### src/rtl/io_pkg.sv
// ---------------------------------------------------------------------------
// io_pkg -- shared constants and the address decoder for the IO port bridge.
//
// IO_ADDR_DATA : UART data register (write = TX byte, read = RX byte)
// IO_ADDR_CLK  : program-stop register on write, cycle-counter snapshot on
//                read (0x30004..0x30007, little-endian bytes)
// IO_HIT_SEL   : value of mem_a[17:16] that selects the IO window
// ---------------------------------------------------------------------------
package io_pkg;

  localparam logic [17:0] IO_ADDR_DATA = 18'h30000;
  localparam logic [17:0] IO_ADDR_CLK  = 18'h30004;
  localparam logic [1:0]  IO_HIT_SEL   = 2'b11;

  // Which IO register an in-window address refers to.
  typedef enum logic [1:0] {
    IO_REG_NONE,    // any other IO address: reads 0x00, writes ignored
    IO_REG_DATA,    // 0x30000
    IO_REG_CLK_LO,  // 0x30004: stop on write, snapshot load on read
    IO_REG_CLK_HI   // 0x30005..0x30007: upper snapshot bytes
  } io_reg_e;

  function automatic io_reg_e io_decode(input logic [17:0] addr);
    if (addr == IO_ADDR_DATA)              return IO_REG_DATA;
    if (addr == IO_ADDR_CLK)               return IO_REG_CLK_LO;
    if (addr[17:2] == IO_ADDR_CLK[17:2])   return IO_REG_CLK_HI;
    return IO_REG_NONE;
  endfunction

endpackage

### src/rtl/io_byte_fifo.sv
// ---------------------------------------------------------------------------
// io_byte_fifo -- synchronous byte FIFO with wrap-bit pointers.
//
// Ports:
//   clk_in, rst_in : clock, asynchronous active-low reset
//   push, push_data: write request and byte
//   pop            : read request (ignored when empty)
//   data           : current head byte (valid when !empty)
//   full, empty    : occupancy flags
//
// DEPTH must be a power of two and at least 2. A push while full succeeds
// when a pop happens in the same cycle, since the pop frees the slot.
// ---------------------------------------------------------------------------
module io_byte_fifo #(
  parameter int DEPTH = 16
) (
  input  logic       clk_in,
  input  logic       rst_in,
  input  logic       push,
  input  logic [7:0] push_data,
  input  logic       pop,
  output logic [7:0] data,
  output logic       full,
  output logic       empty
);

  localparam int AW = $clog2(DEPTH);
  localparam logic [AW:0] PTR_ONE = {{AW{1'b0}}, 1'b1};

  logic [7:0]  r_mem [DEPTH];
  logic [AW:0] r_wr_ptr;
  logic [AW:0] r_rd_ptr;
  logic        w_do_push;
  logic        w_do_pop;

  assign empty = (r_wr_ptr == r_rd_ptr);
  assign full  = (r_wr_ptr[AW-1:0] == r_rd_ptr[AW-1:0]) &&
                 (r_wr_ptr[AW] != r_rd_ptr[AW]);

  assign w_do_pop  = pop && !empty;
  assign w_do_push = push && (!full || w_do_pop);

  assign data = r_mem[r_rd_ptr[AW-1:0]];

  // NOTE: sequential state uses non-blocking assignments so every register
  // samples pre-edge values regardless of block ordering.
  always_ff @(posedge clk_in or negedge rst_in) begin
    if (!rst_in) begin
      r_wr_ptr <= '0;
      r_rd_ptr <= '0;
    end else begin
      if (w_do_push) r_wr_ptr <= r_wr_ptr + PTR_ONE;
      if (w_do_pop)  r_rd_ptr <= r_rd_ptr + PTR_ONE;
    end
  end

  // NOTE: the storage array has no reset; the pointers alone define which
  // entries are meaningful, and a reset-free array maps onto plain RAM.
  always_ff @(posedge clk_in) begin
    if (w_do_push) r_mem[r_wr_ptr[AW-1:0]] <= push_data;
  end

endmodule

### src/rtl/io_port_bridge.sv
// ---------------------------------------------------------------------------
// io_port_bridge -- memory-mapped IO window for a CPU: UART TX/RX bytes,
// a free-running cycle counter with snapshot reads, and a program-stop flag.
//
// Ports:
//   clk_in, rst_in        : clock, asynchronous active-low reset
//   rdy_in                : CPU ready; bus requests ignored when low
//   mem_a, mem_wr,
//   mem_dout              : CPU address, write strobe, write byte
//   io_din, io_sel        : registered read data and its valid flag
//   tx_data, tx_valid,
//   tx_ready              : UART TX stream out of the byte FIFO
//   rx_data, rx_valid,
//   rx_ready              : UART RX handshake (rx_ready combinational)
//   program_stop          : sticky, set by a write to 0x30004
//   tx_overflow           : sticky, set when a TX byte is dropped
// ---------------------------------------------------------------------------
module io_port_bridge
  import io_pkg::*;
#(
  parameter int FIFO_DEPTH = 16,
  parameter int CNT_W      = 32
) (
  input  logic        clk_in,
  input  logic        rst_in,
  input  logic        rdy_in,
  input  logic [31:0] mem_a,
  input  logic        mem_wr,
  input  logic [7:0]  mem_dout,
  output logic [7:0]  io_din,
  output logic        io_sel,
  output logic [7:0]  tx_data,
  output logic        tx_valid,
  input  logic        tx_ready,
  input  logic [7:0]  rx_data,
  input  logic        rx_valid,
  output logic        rx_ready,
  output logic        program_stop,
  output logic        tx_overflow
);

  logic             r_io_sel;
  logic [7:0]       r_io_din;
  logic             r_program_stop;
  logic             r_tx_overflow;
  logic             r_stop_pending;
  logic [CNT_W-1:0] r_cnt;
  logic [CNT_W-1:0] r_snap;

  logic             w_hit;
  io_reg_e          w_reg;
  logic             w_wr_data;
  logic             w_wr_stop;
  logic             w_rd_hit;
  logic             w_need_zero;
  logic             w_space;
  logic             w_push;
  logic [7:0]       w_push_data;
  logic             w_drop;
  logic             w_pop;
  logic             w_full;
  logic             w_empty;
  logic [CNT_W-1:0] w_byte_src;
  logic [7:0]       w_cnt_byte;
  logic [7:0]       w_rd_byte;
  logic             w_unused_addr;

  // Only mem_a[17:0] is decoded.
  assign w_unused_addr = ^mem_a[31:18];

  assign w_hit     = rdy_in && (mem_a[17:16] == IO_HIT_SEL);
  assign w_reg     = io_decode(mem_a[17:0]);
  assign w_wr_data = w_hit && mem_wr && (w_reg == IO_REG_DATA) && (mem_dout != 8'h00);
  assign w_wr_stop = w_hit && mem_wr && (w_reg == IO_REG_CLK_LO);
  assign w_rd_hit  = w_hit && !mem_wr;

  assign w_pop   = tx_valid && tx_ready;
  assign w_space = !w_full || w_pop;

  // The stop marker 0x00 owes a FIFO slot from the moment 0x30004 is written
  // until it is pushed; it outranks any data byte competing for the slot.
  assign w_need_zero = r_stop_pending || w_wr_stop;

  // NOTE: every always_comb output gets a default first so no path leaves a
  // signal unassigned, which would infer a latch.
  always_comb begin
    w_push      = 1'b0;
    w_push_data = mem_dout;
    w_drop      = 1'b0;
    if (w_need_zero) begin
      w_push      = w_space;
      w_push_data = 8'h00;
      w_drop      = w_wr_data;
    end else if (w_wr_data) begin
      w_push = w_space;
      w_drop = !w_space;
    end
  end

  io_byte_fifo #(
    .DEPTH(FIFO_DEPTH)
  ) u_tx_fifo (
    .clk_in   (clk_in),
    .rst_in   (rst_in),
    .push     (w_push),
    .push_data(w_push_data),
    .pop      (w_pop),
    .data     (tx_data),
    .full     (w_full),
    .empty    (w_empty)
  );

  assign tx_valid = !w_empty;

  // A read of 0x30004 returns byte 0 of the live counter, the same value
  // being loaded into the snapshot; 0x30005..7 then read the snapshot.
  assign w_byte_src = (w_reg == IO_REG_CLK_LO) ? r_cnt : r_snap;
  assign w_cnt_byte = 8'(w_byte_src >> {mem_a[1:0], 3'b000});

  always_comb begin
    w_rd_byte = 8'h00;
    case (w_reg)
      IO_REG_DATA:   w_rd_byte = rx_valid ? rx_data : 8'h00;
      IO_REG_CLK_LO,
      IO_REG_CLK_HI: w_rd_byte = w_cnt_byte;
      default:       w_rd_byte = 8'h00;
    endcase
  end

  // Gated by rst_in so no RX byte is consumed while the bridge is in reset.
  assign rx_ready = rst_in && w_rd_hit && (w_reg == IO_REG_DATA) && rx_valid;

  always_ff @(posedge clk_in or negedge rst_in) begin
    if (!rst_in) begin
      r_io_sel       <= 1'b0;
      r_io_din       <= 8'h00;
      r_program_stop <= 1'b0;
      r_tx_overflow  <= 1'b0;
      r_stop_pending <= 1'b0;
      r_cnt          <= '0;
      r_snap         <= '0;
    end else begin
      r_io_sel       <= w_rd_hit;
      r_stop_pending <= w_need_zero && !w_space;
      if (w_rd_hit) r_io_din <= w_rd_byte;
      if (w_wr_stop) r_program_stop <= 1'b1;
      if (w_drop) r_tx_overflow <= 1'b1;
      // The counter stops at the stop-write edge itself, so it holds the
      // number of cycles that elapsed before the stop.
      if (!r_program_stop && !w_wr_stop) r_cnt <= r_cnt + CNT_W'(1);
      if (w_rd_hit && (w_reg == IO_REG_CLK_LO)) r_snap <= r_cnt;
    end
  end

  assign io_sel       = r_io_sel;
  assign io_din       = r_io_din;
  assign program_stop = r_program_stop;
  assign tx_overflow  = r_tx_overflow;

endmodule

### config.mk
export PLATFORM = sky130hd
export DESIGN_NAME = io_port_bridge
export DESIGN_NICKNAME = d
export VERILOG_FILES = /design/src/rtl/io_pkg.sv /design/src/rtl/io_byte_fifo.sv /design/src/rtl/io_port_bridge.sv
export SDC_FILE = /design/constraint.sdc
export NUM_CORES = 1
export LEC_CHECK = 0
export BUFFER_PORTS_ARGS = -buffer_cell sky130_fd_sc_hd__buf_4
export CAP_MARGIN = 20
export CORE_ASPECT_RATIO = 1.25
export CORE_MARGIN = 5
export CORE_UTILIZATION = 54
export DETAILED_ROUTE_END_ITERATION = 10
export PLACE_DENSITY = 0.74
export SLEW_MARGIN = 10
export SYNTH_ARGS = -nofsm -noshare
export SYNTH_HDL_FRONTEND = slang
export SYNTH_HIERARCHICAL = 1
export SYNTH_SLANG_ARGS = --single-unit
### constraint.sdc
create_clock -name clk_in -period 3.1 [get_ports clk_in]
set_clock_uncertainty 0.05 [all_clocks]
set_input_delay 0.31 -clock clk_in [delete_from_list [all_inputs] [get_ports clk_in]]
set_output_delay 0.31 -clock clk_in [all_outputs]
set_load 0.01 [all_outputs]
==> impl_metrics.json <==
{
  "antennaDiodeCount": 0,
  "start_util_pct": 55.0,
  "worst-r2r-cell-count": 10,
  "synth_edf_count": 128,
  "drv_cap": 0,
  "dpl.hpwl_mm": 12.5,
  "grt_use_met2_pct": 36.5,
  "vias_per_cell": 5.97,
  "slew_viol_final": 0,
  "p_int_mw": 5.42,
  "synth_xor_xnor_area_share_pct": 4.74,
  "path_max_fanout": 35,
  "p_per_area_nw_per_um2": 704,
  "end_kind": "primary output",
  "final.setup.tns_ns": 0,
  "syn_avg_cell_area_sq_um": 16.4,
  "dp_slack_ns": 0.208,
  "overflow": 0,
  "design_area_sq_um": 10400,
  "reg2reg_slack_ns": 0.17,
  "status": "completed",
  "yosysWarnings": 6,
  "wirelength_mm": 19.1,
  "cts-root-buf": "clkbuf_16",
  "crit_family": "buffers and inverters",
  "final_cell_count_no_fill": 853,
  "syn_nets": 605,
  "grt_util_met1_pct": 23.8,
  "synth_area_sq_um": 8950,
  "nets": 684,
  "regToRegEndpoint": "u_tx_fifo/r_mem[13][1]$_DFFE_PP_",
  "cts.sinks": 206,
  "pin_count": 75,
  "worstHoldPathType": "input pin to flip-flop",
  "worstMarginPinSlew_ns": 0.784,
  "cts_tree": "yes",
  "setup_viol": 0,
  "yosys.area_share.simple_pct": 9.37,
  "pwr-share-seq_pct": 41.9,
  "cts_max_level": 1,
  "ys_seq_area_share_pct": 64.8,
  "grt_pass1_wl_mm": 30.0,
  "die-area_sq_um": 19300,
  "hold_path.startpoint": "rx_data[1]",
  "cp.required_ns": 2.74,
  "cp_num_cells": 5,
  "coreArea_sq_um": 16300,
  "fin_crit_ns": 2.94,
  "timing.final.ws_setup_ns": 0.162,
  "final_util_pct": 64.0,
  "grt_max_degree": 64,
  "synth_cell_type_count": 52,
  "io_buffers": 60,
  "grt_pass1_vias": 5387,
  "critPathKind": "flip-flop to primary output",
  "layout_commonest_cell": "edfxtp_1",
  "drt-initial-drc-count": 430,
  "fp-row-count": 52,
  "hold_viol_final": 0,
  "power.total_mw": 7.32,
  "drcViolationCount": 0,
  "synth_flop_cell": "edfxtp_1",
  "cellLeakagePower_nw": 4.03,
  "vias": 5090,
  "holdPathStages": 3,
  "r2r-start": "u_tx_fifo/r_wr_ptr[3]$_DFFE_PN0P_",
  "route.antenna.remaining_nets": 0,
  "mostFrequentLayoutCells": "128 x edfxtp_1, 77 x dfrtp_1, 75 x buf_4",
  "ys_seq_elements": 206,
  "cts_buffer_depth": 3,
  "pwr-share-clk_pct": 36.7,
  "comb_power_share_pct": 21.3,
  "routedWlPerCell_um": 22.4,
  "grt_usage_pct": 19.8,
  "relSlewSlack_pct": 47.5,
  "worstSetupStartpointType": "flip-flop",
  "clk_pin_slew_worst_paths_ns": 0.06,
  "arrival_ns": 2.58,
  "power_switching_mw": 1.90,
  "placed_cell_area_sq_um": 9610,
  "top_usage_layer": "met2",
  "max_freq_mhz": 340,
  "area_growth_pct": 16.3,
  "grt_use_met3_pct": 2.36,
  "hold_slack_ns": 0.0223,
  "drt-pass1-iter-count": 5,
  "synth_fa_ha_area_share_pct": 0.839,
  "die_y_um": 154,
  "cp_cell_sequence": "buf_6 -> mux4_2 -> a22oi_1 -> nand2_1 -> buf_4",
  "cp_slowest_stage_delay_ns": 0.59,
  "drive_gt1_share_pct": 28.7,
  "antenna_found_initial": 0,
  "p_sw_share_pct": 25.9,
  "synthCells": 545,
  "crit_slowest_cell": "mux4_2",
  "finalCritPeriodShare_pct": 94.8,
  "die_w_um": 125,
  "synth_top_family_by_area": "multiplexers",
  "worstHoldEndpoint": "io_din[1]$_DFFE_PN0P_",
  "async_flop_share_pct": 37.9,
  "rsz0062_at_grt": "false",
  "cts_buffers": 21,
  "clk_latency_ns": 0.49,
  "dp.cells": 811,
  "peakVddDrop_mv": 0.494,
  "synth_compound_area_share_pct": 3.89,
  "crit_buf_inv": 2,
  "synthMuxAreaShare_pct": 13.7,
  "place_congestion": 0.821
}
==> final cells by class <==
type                       count  area, sq um
sequential                   206         5800
multi-input combinational    300         2920
tap                          216          270
timing repair buffer          82          634
inverter                      13         48.8
clock buffer                  24          537
clock inverter                12          196
fill                        1164         5860
==> worst max-delay path by stage <==
stage | from | endpoint | slack, ns
after floorplan | u_tx_fifo/r_wr_ptr[2]$_DFFE_PN0P_ | u_tx_fifo/r_mem[15][0]$_DFFE_PP_ | 0.06
after global placement | u_tx_fifo/r_wr_ptr[3]$_DFFE_PN0P_ | u_tx_fifo/r_mem[13][4]$_DFFE_PP_ | 0.25
after detailed placement | u_tx_fifo/r_wr_ptr[3]$_DFFE_PN0P_ | u_tx_fifo/r_mem[13][5]$_DFFE_PP_ | 0.21
after CTS | u_tx_fifo/r_rd_ptr[0]$_DFFE_PN0P_ | tx_data[0] | 0.13
after global routing | u_tx_fifo/r_wr_ptr[3]$_DFFE_PN0P_ | u_tx_fifo/r_mem[5][3]$_DFFE_PP_ | 0.008
final | u_tx_fifo/r_rd_ptr[0]$_DFFE_PN0P_ | tx_data[0] | 0.16
==> cells in the mapped netlist, types with 2 or more instances <==
master	n	area share, %
mux4_1	8	2.3
ha_1	6	0.84
and4_1	6	0.59
xnor2_2	4	0.73
buf_2	3	0.17
nand3_1	20	1.1
xnor2_1	37	3.6
mux4_2	32	8.1
clkbuf_1	9	0.38
a21oi_1	3	0.17
mux2_2	23	2.9
xor2_1	4	0.39
and2_1	10	0.70
nor3_1	9	0.50
o21ai_0	7	0.39
nor2_1	6	0.25
a22oi_1	23	1.9
nor4_1	4	0.28
nor3_4	2	0.36
nand2b_1	2	0.14
mux2_1	3	0.38
nand2_1	26	1.1
and3_1	22	1.5
inv_1	13	0.55
nor2b_1	6	0.42
nor4b_1	3	0.29
dfrtp_1	78	22
edfxtp_1	128	43
buf_6	12	1.5
nand4_1	14	0.98
==> worst register-to-register path, cell delays in order, from the launching register on <==
cell,delay (ns)
dfrtp_1,0.48
xnor2_1,0.18
nand4_2,0.19
or2_4,0.18
inv_1,0.06
nor2b_1,0.14
nand2b_1,0.16
a21boi_0,0.20
buf_4,0.17
o31a_4,0.24
and3_1,0.52
==> metal layers <==
layer	vias up	wire length, um
met5	-	0
met4	0	714
met3	43	719
met2	117	10600
met1	2670	7090
li1	2260	-
==> flip-flops by register name (all words and copies together), names as in the netlist <==
register            cells
r_stop_pending          1
io_sel                  1
u_tx_fifo/r_wr_ptr      5
program_stop            1
r_snap                 24
tx_overflow             1
u_tx_fifo/r_rd_ptr      5
io_din                  8
r_cnt                  32
u_tx_fifo/r_mem       128
==> power by group through the flow <==
stage | registers [mW] | logic, mW | clock network, mW
6_report | 3.07 | 1.56 | 2.69
5_1_grt | 3.07 | 1.68 | 2.87
4_1_cts | 3.07 | 1.59 | 2.73
3_5_place_dp | 3.12 | 1.57 | 0
3_3_place_gp | 3.11 | 1.54 | 0
2_1_floorplan | 3.09 | 1.13 | 0
==> cells by family (layout without fill, tap and decap cells) <==
logic type	Yosys count	after routing
buffers and inverters	39	131
AOI/OAI and AO/OA	42	42
adders and majority gates	6	6
and+or+nand+nor	141	141
xor gates and xnor gates	45	45
muxes	66	66
DFF	206	206
==> repair_timing <==
item / in CTS / in global routing
setup buffers: 0 / 0
gates resized for setup: 1 / 1
hold buffers: 6 / 0
hold endpoints to repair: 20 / 0
endpoints found under the setup margin: 2 / 8
Note: power is estimated with default switching activity, not from simulation.
